### config.mk
export PLATFORM = sky130hd
export DESIGN_NAME = sobel_window_buffer
export DESIGN_NICKNAME = d
export VERILOG_FILES = /design/src/rtl/sobel_window_buffer.sv
export SDC_FILE = /design/constraint.sdc
export NUM_CORES = 1
export LEC_CHECK = 0
export ABC_CLOCK_PERIOD_IN_PS = 4300
export CORE_MARGIN = 2
export CORE_UTILIZATION = 47
export DETAILED_ROUTE_END_ITERATION = 12
export PLACE_DENSITY = 0.78
export SYNTH_ARGS = -nofsm -noshare
export SYNTH_HDL_FRONTEND = slang
export SYNTH_SLANG_ARGS = --single-unit
### constraint.sdc
create_clock -name HCLK -period 4.3 [get_ports HCLK]
set_clock_uncertainty 0.1 [all_clocks]
set_input_delay 0.43 -clock HCLK [delete_from_list [all_inputs] [get_ports HCLK]]
set_output_delay 0.43 -clock HCLK [all_outputs]
set_load 0.02 [all_outputs]
### src/rtl/sobel_window_buffer.sv
// -----------------------------------------------------------------------------
// sobel_window_buffer
//
// Queues 4x4 tiles of PIX_W-bit pixels coming from the AHB slave side and hands
// the four overlapping 3x3 windows of each tile, one at a time, to the Sobel
// gradient core.
//
// Ports:
//   HCLK, HRESETn  clock (rising edge) and asynchronous active-low reset
//   pixels         4x4 tile, pixel (r,c) at [(r*4+c)*PIX_W +: PIX_W]
//   load_enable    single-cycle pulse: push pixels into the tile FIFO
//   window         3x3 window, element (i,j) at [(i*3+j)*PIX_W +: PIX_W]
//   window_valid   window / window_idx / tile_last are valid
//   window_ready   consumer accepts the current window
//   window_idx     window position in tile, {row offset, col offset}
//   tile_last      current window is the last (idx 3) of its tile
//   full           FIFO holds DEPTH tiles
//   overflow       sticky: a load arrived while full and was dropped
//   tiles_done     number of tiles fully emitted (wraps at 16 bits)
//
// Handshake (window_valid / window_ready): a window transfers on a rising HCLK
// edge where both are high. While valid is high and no transfer happens,
// window, window_idx and tile_last hold stable. Valid never depends on ready,
// and the consumer may hold ready high permanently.
// -----------------------------------------------------------------------------
module sobel_window_buffer #(
  parameter int PIX_W = 4,
  parameter int DEPTH = 2
) (
  input  logic                 HCLK,
  input  logic                 HRESETn,
  input  logic [16*PIX_W-1:0]  pixels,
  input  logic                 load_enable,
  output logic [9*PIX_W-1:0]   window,
  output logic                 window_valid,
  input  logic                 window_ready,
  output logic [1:0]           window_idx,
  output logic                 tile_last,
  output logic                 full,
  output logic                 overflow,
  output logic [15:0]          tiles_done
);

  localparam int PTR_W = (DEPTH > 1) ? $clog2(DEPTH) : 1;
  localparam int CNT_W = $clog2(DEPTH + 1);
  localparam logic [CNT_W-1:0] DEPTH_C = CNT_W'(DEPTH);

  // Tile storage carries no reset; validity is tracked purely by count.
  logic [16*PIX_W-1:0] mem [DEPTH];
  logic [16*PIX_W-1:0] head;

  logic [PTR_W-1:0] wr_ptr;
  logic [PTR_W-1:0] rd_ptr;
  logic [CNT_W-1:0] count;
  logic [CNT_W-1:0] count_nxt;

  logic xfer;
  logic pop;
  logic push_ok;
  logic drop;

  assign head         = mem[rd_ptr];
  assign window_valid = (count != '0);
  assign full         = (count == DEPTH_C);
  assign tile_last    = window_valid && (window_idx == 2'd3);

  assign xfer = window_valid && window_ready;
  assign pop  = xfer && (window_idx == 2'd3);

  // A full FIFO still accepts a load in the same cycle its head tile retires,
  // because the retiring slot is freed by that same edge.
  assign push_ok = load_enable && (!full || pop);
  assign drop    = load_enable && !push_ok;

  always_comb begin
    count_nxt = count;
    case ({push_ok, pop})
      2'b10:   count_nxt = count + CNT_W'(1);
      2'b01:   count_nxt = count - CNT_W'(1);
      default: count_nxt = count;
    endcase
  end

  // Window extraction: window_idx selects the top-left corner (r0,c0) of the
  // 3x3 sub-block inside the head tile.
  always_comb begin
    int r0;
    int c0;
    window = '0;
    r0 = int'(window_idx[1]);
    c0 = int'(window_idx[0]);
    if (window_valid) begin
      for (int i = 0; i < 3; i++) begin
        for (int j = 0; j < 3; j++) begin
          window[(i*3+j)*PIX_W +: PIX_W] = head[((r0+i)*4 + (c0+j))*PIX_W +: PIX_W];
        end
      end
    end
  end

  always_ff @(posedge HCLK) begin
    if (push_ok) begin
      mem[wr_ptr] <= pixels;
    end
  end

  // Pointers are log2(DEPTH) bits wide, so natural overflow wraps them.
  always_ff @(posedge HCLK or negedge HRESETn) begin
    if (!HRESETn) begin
      wr_ptr     <= '0;
      rd_ptr     <= '0;
      count      <= '0;
      window_idx <= 2'd0;
      overflow   <= 1'b0;
      tiles_done <= 16'd0;
    end else begin
      count <= count_nxt;
      if (push_ok) begin
        wr_ptr <= wr_ptr + PTR_W'(1);
      end
      if (pop) begin
        rd_ptr     <= rd_ptr + PTR_W'(1);
        tiles_done <= tiles_done + 16'd1;
      end
      // idx 3 + 1 wraps to 0, which is exactly the start of the next tile.
      if (xfer) begin
        window_idx <= window_idx + 2'd1;
      end
      if (drop) begin
        overflow <= 1'b1;
      end
    end
  end

endmodule

==> metrics.txt <==
syn nets=around 490; crit path DAT=about 2.8 ns; vias=4188; leading cell type in the layout, fill and taps excluded=edfxtp_1; Port Buffers=roughly 130; Avg Cell Area, Syn=15.6 um2; EDFF count, synth=128; leakage=2.96 nW; # IOs=126; critical path class=register to primary output; number of synthesized register bits=151; 1st-iter DRT viols=438; largest net degree at the start of global routing=36; Core Area=roughly 0.014 mm2; Clock Latency Late Sink=0.42 ns; all-layer global routing usage=20.2%; P&R area growth vs syn=29.5%; Remaining DRCs=0; fraction of registers with async set or reset after synthesis=15.2%; chip width=between 100 and 150 um; grt ovf=0; Cell Rows=43; Yosys warning count=0; Crit Path Max Fanout=35; Pre-antenna DRT Iters=5; routability cong.=0.784; CTS tree=done; diode count=0; most frequent cells in the layout=edfxtp_1 (128), clkdlybuf4s50_1 (125), mux2_2 (43), o22ai_1 (43), dfrtp_1 (22); H-tree lvl count=4; hold buffer count at CTS=0; cell area after layout=0.00852 mm2; antenna violations before repair=0; R2R setup slack=1.43 ns; hold path start=tiles_done[15]; CP peak stage delay=0.67 ns; post-DP HPWL=about 10 mm; Primary FF master, synth=edfxtp_1; worst hold endpoint=tiles_done[15]; Final setup viols=0; clock sinks=151; status=finished, final reports clean; Total Wirelength=14.7 mm; Post-DRT Antenna Nets=0; PwrDens=slightly below 800 mW/mm2; clk buf depth=2; Yosys top cell area share=about three fifths; die area=about 0.015 mm2; min-delay worst type=register to register; Seq/Total Area, Yosys=roughly two thirds; CP startpoint kind=register; Worst R2R Start=window_idx[1]; R2R depth=6; peak supply drop=~590 uV; CP max stage cell=clkdlybuf4s50_1; final hold viol count=0; wire per inst=~20 um; critical path required time=roughly 3.8 ns; first-pass GRT wire length=22.4 mm; share of post-route cells with drive strength above 1=a little under a fifth; crit-path cells=buf_4 -> mux2i_1 -> nor2b_1 -> nor4_1 -> clkdlybuf4s50_1; number of global-route vias before repair=4293; Synth area leaders=edfxtp_1 (58%), dfrtp_1 (8.7%), mux2_2 (7.4%); Starting Density=47.8%; Fill cells=1075; synth unique cells=around 40; CP Buf/Inv Count=2; Post-CTS Resized=0; CTS Buf Count=17; clk slew on worst S/H paths=0.06 ns; CP top delay family=buffers and inverters; max-slew violation count=0; unrepaired setup endpoints after global routing=false; Final min period=3.35 ns; DP Area=0.00796 mm2; Die H=122 um; Max transition margin=roughly 30%; Post-Synthesis Cell Area=0.00658 mm2; maximum clock frequency=298 MHz; crit end category=primary output; total negative slack=0 ns; Max-Cap Viols=0; fin crit share=78.0%; Layout Nets=615; Post-Place Setup Slack=1.41 ns; vias per std cell=around 5.7; post-synthesis cell count=about 420; Setup Fix Bufs, Post-CTS=0; largest area contributor in the netlist=edfxtp_1; Hold Crit Depth=1; Setup WS post-layout=0.948 ns; actual slew at the worst max-slew pin=1.05 ns; FF-to-FF End=mem[1][63]; CTS Root Cell=clkbuf_16
## cells by family (layout without fill, tap and decap cells)
group,after synthesis,in the layout,share of synthesized area (%)
mux,69,69,14.5
flops,151,151,67.1
buf+inv,31,166,2.83
simple gates,84,84,6.42
fa+ha+maj,2,2,0.380
xor+xnor,19,19,2.53
compound gates,66,66,6.18
## flip-flops by register name (all words and copies together) (netlist names)
register and flops:
rd_ptr 1, wr_ptr 1, mem 128, overflow 1, count 2, tiles_done 16, window_idx 2
## cell usage after synthesis (2+ instances only)
library cell    n
edfxtp_1      128
mux2_2         43
o22ai_1        43
dfrtp_1        23
nor2_1         22
nor3_1         18
mux4_2         17
nand2_1        15
o21ai_0        15
xnor2_1        13
buf_2          10
mux2i_1         9
clkbuf_1        8
buf_4           7
xor2_1          6
nand4_1         5
nor2b_1         4
and2_1          3
and3_1          3
and4_1          3
nand3_1         3
buf_6           2
ha_1            2
inv_1           2
nand2b_1        2
## layout make-up
| class | count | area [um2] | area share (%) |
|---|---|---|---|
| Sequential cell | 151 | 4420 | 51.9 |
| Multi-Input combinational cell | 240 | 1990 | 23.3 |
| Timing Repair Buffer | 133 | 1320 | 15.5 |
| Clock buffer | 18 | 429 | 5.04 |
| Tap cell | 180 | 225 | 2.64 |
| Clock inverter | 13 | 130 | 1.53 |
| Inverter | 2 | 7.51 | 0.0881 |
## stage by stage
step,hold WS [ns],util [%],std cells,total power [mW]
floorplan,0.0344,-,422,4.18
global placement,0.363,57.8,706,5.32
detailed placement,0.366,57.8,706,5.37
CTS,0.374,61.9,737,6.79
global route,0.408,61.9,737,7.08
finish,0.368,61.9,737,6.77
## worst max path at each step
stage               cells past startpoint     startpoint          to
finish                                  5         rd_ptr  window[27]
floorplan                               5  window_idx[0]   mem[0][0]
global placement                        5         rd_ptr  window[27]
detailed placement                      5         rd_ptr  window[27]
CTS                                     5         rd_ptr  window[27]
global route                            5         rd_ptr  window[27]
## layer usage
metal	part of all wire, %	vias to the layer above	track usage, %
li1	-	1907	-
met1	40	2073	24.7
met2	53	179	34.8
met3	5.1	29	4.28
met4	1.6	0	8.69
met5	0	-	0
## power by group
group	total, mW	switching (mW)	internal (mW)	leakage (nW)
sequential	2.13	0.148	1.98	1.48
clock	1.41	0.566	0.847	0.277
combinational	3.23	1.79	1.43	1.20
## worst reg2reg max path, stage by stage (launching register included)
cell and delay (ns):
dfrtp_1 0.49, buf_4 0.36, ha_1 0.32, nand2_1 0.12, nand2_1 0.11, and3_2 0.74, buf_12 0.31
Power figures use the tool's default switching activity.
